`config.mk`:
```
export PLATFORM = sky130hd
export DESIGN_NAME = dj8_membus
export DESIGN_NICKNAME = d
export VERILOG_FILES = /design/src/rtl/dj8_membus.sv
export SDC_FILE = /design/constraint.sdc
export NUM_CORES = 1
export LEC_CHECK = 0
export ABC_CLOCK_PERIOD_IN_PS = 6200
export CORE_ASPECT_RATIO = 0.5
export CORE_MARGIN = 2
export CORE_UTILIZATION = 44
export CTS_CLUSTER_DIAMETER = 50
export DETAILED_ROUTE_END_ITERATION = 12
export PLACE_DENSITY = 0.87
export SLEW_MARGIN = 20
export SYNTH_ARGS = -nofsm -noshare
export SYNTH_HDL_FRONTEND = slang
export SYNTH_SLANG_ARGS = --single-unit
```
`constraint.sdc`:
```
create_clock -name clk -period 6.2 [get_ports clk]
set_input_delay 1.86 -clock clk [delete_from_list [all_inputs] [get_ports clk]]
set_output_delay 1.86 -clock clk [all_outputs]
set_load 0.05 [all_outputs]
```
`src/rtl/dj8_membus.sv`:
```
// rtl/dj8_membus.sv - dj8 memory-bus sequencer: on-chip ROM / multiplexed external bus
//
// Ports:
//   clk, reset          rising-edge clock, synchronous active-high reset
//   cpu_req/we/addr/    CPU access request; command fields are latched at acceptance
//   cpu_wdata
//   cpu_rdata/ack/err   registered read data, one-cycle completion pulse, timeout flag
//   rom_addr/rom_data   on-chip ROM index (from latched address) and its combinational data
//   pad_ad_out/oe/in    shared 8-bit address/data pad bus
//   pad_ale_hi/lo       high/low address latch strobes
//   pad_strobe, pad_we  data-phase strobe and write qualifier
//   ext_wait            cycle-stretch request from the external device

module dj8_membus #(
    parameter int ROM_AW      = 5,
    parameter int ROM_SEL_BIT = 15,
    parameter int WAIT_STATES = 0,
    parameter int TIMEOUT     = 15
) (
    input  logic              clk,
    input  logic              reset,
    input  logic              cpu_req,
    input  logic              cpu_we,
    input  logic [15:0]       cpu_addr,
    input  logic [7:0]        cpu_wdata,
    output logic [7:0]        cpu_rdata,
    output logic              cpu_ack,
    output logic              cpu_err,
    output logic [ROM_AW-1:0] rom_addr,
    input  logic [7:0]        rom_data,
    output logic [7:0]        pad_ad_out,
    output logic [7:0]        pad_ad_oe,
    input  logic [7:0]        pad_ad_in,
    output logic              pad_ale_hi,
    output logic              pad_ale_lo,
    output logic              pad_strobe,
    output logic              pad_we,
    input  logic              ext_wait
);

    localparam logic [3:0] WS = 4'(WAIT_STATES);
    localparam logic [7:0] TO = 8'(TIMEOUT);

    typedef enum logic [2:0] {
        S_IDLE,
        S_ROM_RD,
        S_ADDR_HI,
        S_ADDR_LO,
        S_DATA,
        S_ACK
    } state_t;

    state_t      state_q, state_d;
    logic [15:0] addr_q, addr_d;
    logic        we_q, we_d;
    logic [7:0]  wdata_q, wdata_d;
    logic [7:0]  rdata_q, rdata_d;
    logic        err_q, err_d;
    logic [3:0]  wcnt_q, wcnt_d;   // fixed DATA cycles already completed
    logic [7:0]  tcnt_q, tcnt_d;   // ext_wait extension cycles entered so far

    always_ff @(posedge clk) begin
        if (reset) begin
            state_q <= S_IDLE;
            addr_q  <= 16'h0000;
            we_q    <= 1'b0;
            wdata_q <= 8'h00;
            rdata_q <= 8'h00;
            err_q   <= 1'b0;
            wcnt_q  <= 4'd0;
            tcnt_q  <= 8'd0;
        end else begin
            state_q <= state_d;
            addr_q  <= addr_d;
            we_q    <= we_d;
            wdata_q <= wdata_d;
            rdata_q <= rdata_d;
            err_q   <= err_d;
            wcnt_q  <= wcnt_d;
            tcnt_q  <= tcnt_d;
        end
    end

    always_comb begin
        state_d = state_q;
        addr_d  = addr_q;
        we_d    = we_q;
        wdata_d = wdata_q;
        rdata_d = rdata_q;
        err_d   = err_q;
        wcnt_d  = wcnt_q;
        tcnt_d  = tcnt_q;

        case (state_q)
            S_IDLE: begin
                wcnt_d = 4'd0;
                tcnt_d = 8'd0;
                if (cpu_req) begin
                    addr_d  = cpu_addr;
                    we_d    = cpu_we;
                    wdata_d = cpu_wdata;
                    err_d   = 1'b0;
                    state_d = cpu_addr[ROM_SEL_BIT] ? S_ROM_RD : S_ADDR_HI;
                end
            end
            S_ROM_RD: begin
                // ROM writes complete silently and leave rdata alone.
                if (!we_q) begin
                    rdata_d = rom_data;
                end
                state_d = S_ACK;
            end
            S_ADDR_HI: state_d = S_ADDR_LO;
            S_ADDR_LO: state_d = S_DATA;
            S_DATA: begin
                if (wcnt_q != WS) begin
                    // Fixed wait cycles: ext_wait is not looked at here.
                    wcnt_d = wcnt_q + 4'd1;
                end else if (ext_wait) begin
                    if (tcnt_q == TO) begin
                        // Device held the bus for the full timeout window.
                        if (!we_q) begin
                            rdata_d = 8'hFF;
                        end
                        err_d   = 1'b1;
                        state_d = S_ACK;
                    end else begin
                        tcnt_d = tcnt_q + 8'd1;
                    end
                end else begin
                    if (!we_q) begin
                        rdata_d = pad_ad_in;
                    end
                    state_d = S_ACK;
                end
            end
            S_ACK: begin
                // cpu_req is deliberately ignored here.
                wcnt_d  = 4'd0;
                tcnt_d  = 8'd0;
                state_d = S_IDLE;
            end
            default: state_d = S_IDLE;
        endcase
    end

    // Pad drive depends only on state and latched command registers, so
    // nothing from the CPU side reaches the pins combinationally.
    always_comb begin
        pad_ad_out = 8'h00;
        pad_ad_oe  = 8'hFF;
        pad_ale_hi = 1'b0;
        pad_ale_lo = 1'b0;
        pad_strobe = 1'b0;
        pad_we     = 1'b0;
        case (state_q)
            S_ADDR_HI: begin
                pad_ad_out = addr_q[15:8];
                pad_ale_hi = 1'b1;
                pad_we     = we_q;
            end
            S_ADDR_LO: begin
                pad_ad_out = addr_q[7:0];
                pad_ale_lo = 1'b1;
                pad_we     = we_q;
            end
            S_DATA: begin
                pad_strobe = 1'b1;
                pad_we     = we_q;
                pad_ad_out = we_q ? wdata_q : 8'h00;
                pad_ad_oe  = we_q ? 8'hFF : 8'h00;
            end
            default: ;
        endcase
    end

    assign rom_addr  = addr_q[ROM_AW-1:0];
    assign cpu_rdata = rdata_q;
    assign cpu_ack   = (state_q == S_ACK);
    assign cpu_err   = (state_q == S_ACK) && err_q;

endmodule

```
==> metrics.md <==
| Metric | Value |
|---|---|
| Fin util | `0.603` |
| CP Launch Point | `state_q[2]` |
| CTS H-Tree Depth | `2` |
| Critical setup path kind | `register to output pin` |
| CP startpoint kind | `register` |
| Drt pass-1 iters | `4` |
| Share of cells above drive strength 1 | `0.0724` |
| IO Port Bufs | `79` |
| Routed Antenna Nets | `0` |
| Slew Viols, Final | `0` |
| Top cells by area, synth | `dfxtp_1, nand2_1, a21oi_1` |
| Final period util | `0.797` |
| Worst slew pin tran | `0.905 ns` |
| FF-to-FF End | `cpu_rdata[6]` |
| Clock net sink count | `between 40 and 50` |
| Worst Reg-to-Reg Cells | `6` |
| Maximum clock insertion buffer count | `2` |
| Worst EP arrival | `3.08 ns` |
| Leading area contributor after synthesis | `dfxtp_1` |
| Vias in the first global route | `2175` |
| DP HPWL | `4540 um` |
| Main combinational cell family by area after synthesis | `simple AND/OR/NAND/NOR gates` |
| Pleak | `1.26 nW` |
| Worst skew pair latency | `0.30 ns` |
| Reg-to-reg setup timing slack | `4.22 ns` |
| First-pass GRT wire length | `10100 um` |
| Final setup viols | `0` |
| Nets | `406` |
| Power density cells | `about 270 nW/um2` |
| VDD IR max | `between 0.1 and 0.15 mV` |
| Pwr Total | `891 uW` |
| Routed WL per cell | `14.3 um` |
| Crit-path max FO | `14` |
| RD Place Congestion | `0.954` |
| Chip height | `56.5 um` |
| Core area | `5400 um2` |
| Maximum number of pins on one net before global-route repair | `48` |
| Synth Area in Simple Gates | `0.275` |
| Final hold slack | `0.461 ns` |
| Top_reg_cell synth | `dfxtp_1` |
| Post-CTS Setup Inserts | `0` |
| Final WL | `6190 um` |
| Total track usage | `0.208` |
| Xor/xnor cell area share of the yosys netlist | `0.00721` |
| Mapped Area | `2430 um2` |
| Fmax | `0.202 GHz` |
| Req. time, crit path | `4.34 ns` |
| Hold buffers post-CTS | `0` |
| Seq/Total Area, Yosys | `0.404` |
| Fin Clk Skew | `0.00850 ns` |
| Grt ovf | `0` |
| Hold Path Class | `register to register` |
| Run status | `completed` |
| Yosys cell types | `44` |
| Ys async rst share | `0` |
| CTS tree | `done` |
| Iter 0 DRT Violations | `approximately 190` |
| Die area | `~6000 um2` |
| DRC violations left | `0` |
| Number of synthesized flops with an enable pin | `0` |
| Vias per cell | `5.35` |
| Tmin final | `4.94 ns` |
| Endpoint class of the critical path | `output pin` |
| Std cell rows | `19` |
| Clk pin slew, worst setup/hold paths | `~0.09 ns` |
| Post-Synth Adder-Cell Area | `0.0154` |
| Ant diodes | `0` |
| IO Pins | `80` |
| CP endpoint | `pad_ad_out[6]` |
| Clock buffer count from CTS | `5` |
| Synthesized flop and latch total | `between 40 and 50` |
| R2r startpoint | `wcnt_q[0]` |
| Multiplexer share of the synthesized area | `0.0412` |
| Unrepaired setup endpoints after global routing | `no` |
| Synth Instances | `300` |
| Post-synthesis compound-gate area fraction | `0.156` |
| Syn nets | `about 350` |
| Die width | `109 um` |
| Maxcap violations | `0` |
| CTS root buf | `clkbuf_8` |
| Synth Area per Inst | `between 8 and 9 um2` |
| Total number of vias | `2310` |
| Initial core utilization | `0.450` |
| Total negative setup slack | `0 ns` |
| CTS resizes | `0` |
| Initial antenna violation count | `0` |
| Top cell type's share of synthesized area | `0.404` |
| Worst slew margin | `0.397` |
| Syn. warnings | `0` |
| Hold Violations, Final | `0` |
| Area growth, synth to finish | `33.8%` |
## registers in the layout, indices dropped and copies added, names as in the netlist
signal,cells
addr_q,16
cpu_rdata,8
tcnt_q,8
wdata_q,8
wcnt_q,4
state_q,3
err_q,1
we_q,1
## stage by stage
| stage | worst slack [ns] | std cells | cell area (um2) |
|---|---|---|---|
| 3_3_place_gp | 1.73 | 424 | 3140 |
| 6_report | 1.26 | 432 | 3250 |
| 5_1_grt | 1.08 | 432 | 3250 |
| 2_1_floorplan | 2.17 | 300 | 2430 |
| 3_5_place_dp | 1.62 | 424 | 3140 |
| 4_1_cts | 1.30 | 432 | 3250 |
## routing by layer
metal	share of wire	GRT usage	wire [um]	up-vias
li1	-	-	-	1136
met1	0.43	0.272	2650	1094
met2	0.50	0.346	3110	70
met3	0.055	0.0511	341	10
met4	0.014	0.0531	89	0
met5	0	0	0	-
## synth_stat cells (2+ instances only)
cell,number
a222oi_1,8
nand2_1,60
nand4_1,2
or3_1,3
buf_4,14
or4_1,4
and2_1,4
nand3_1,3
o211ai_1,4
nor2_1,19
buf_2,6
dfxtp_1,49
inv_1,15
ha_1,3
nand2b_1,2
clkbuf_1,5
buf_6,2
and3_1,2
nor3_1,15
nor3_2,5
buf_1,2
xor2_1,2
a21oi_1,32
mux2_1,3
nor2b_1,10
mux2_2,5
o21ai_0,4
## kinds of logic after synthesis
group | after synthesis
flip-flops | 49
XOR/XNOR | 2
AND/OR/NAND/NOR | 134
adder cells (fa/ha/maj) | 3
multiplexers | 9
AO/OA/AOI/OAI | 58
buffers and inverters | 45
## placed cells by master (no fill, tap or decap), types with 2 or more instances in the layout
master	count
mux2_2	5
or4_1	4
clkbuf_8	6
nand2b_1	2
nand4_1	2
a21oi_1	32
xor2_1	2
or3_1	3
ha_1	3
o211ai_1	4
nor2_1	19
inv_1	15
nor2b_1	10
nand3_1	3
o21ai_0	4
dfxtp_1	49
nor3_2	5
nor3_1	15
and2_1	4
mux2_1	3
clkdlybuf4s50_1	79
a222oi_1	8
and3_1	2
nand2_1	60
## worst max-delay path: stages (launching register included)
cell             delay [ns]
dfxtp_1                0.49
or3b_1                 0.65
inv_4                  0.21
and2_1                 0.36
a222oi_1               0.17
inv_1                  0.09
clkdlybuf4s50_1        0.80
## area by class of cell
cell class	count	area, um2
Inverter	16	62.6
Clock inverter	1	30.0
Tap cell	73	91.3
Fill cell	438	2140
Sequential cell	49	981
Clock buffer	7	86.3
Multi-Input combinational cell	206	1200
Timing Repair Buffer	80	798
## where the power goes
group / total, mW / switching [mW] / leakage [nW] / internal (mW)
Clock: 0.234 / 0.103 / 0.0585 / 0.132
Sequential: 0.367 / 0.0232 / 0.400 / 0.344
Combinational: 0.289 / 0.183 / 0.800 / 0.107
## worst min-delay path by stage
stage	start	to	cells past startpoint
CTS	addr_q[6]	addr_q[6]	2
detailed placement	addr_q[6]	addr_q[6]	2
floorplan	addr_q[5]	addr_q[5]	2
global route	addr_q[6]	addr_q[6]	2
finish	addr_q[6]	addr_q[6]	2
global placement	addr_q[6]	addr_q[6]	2
(Power assumes the default switching activity.)
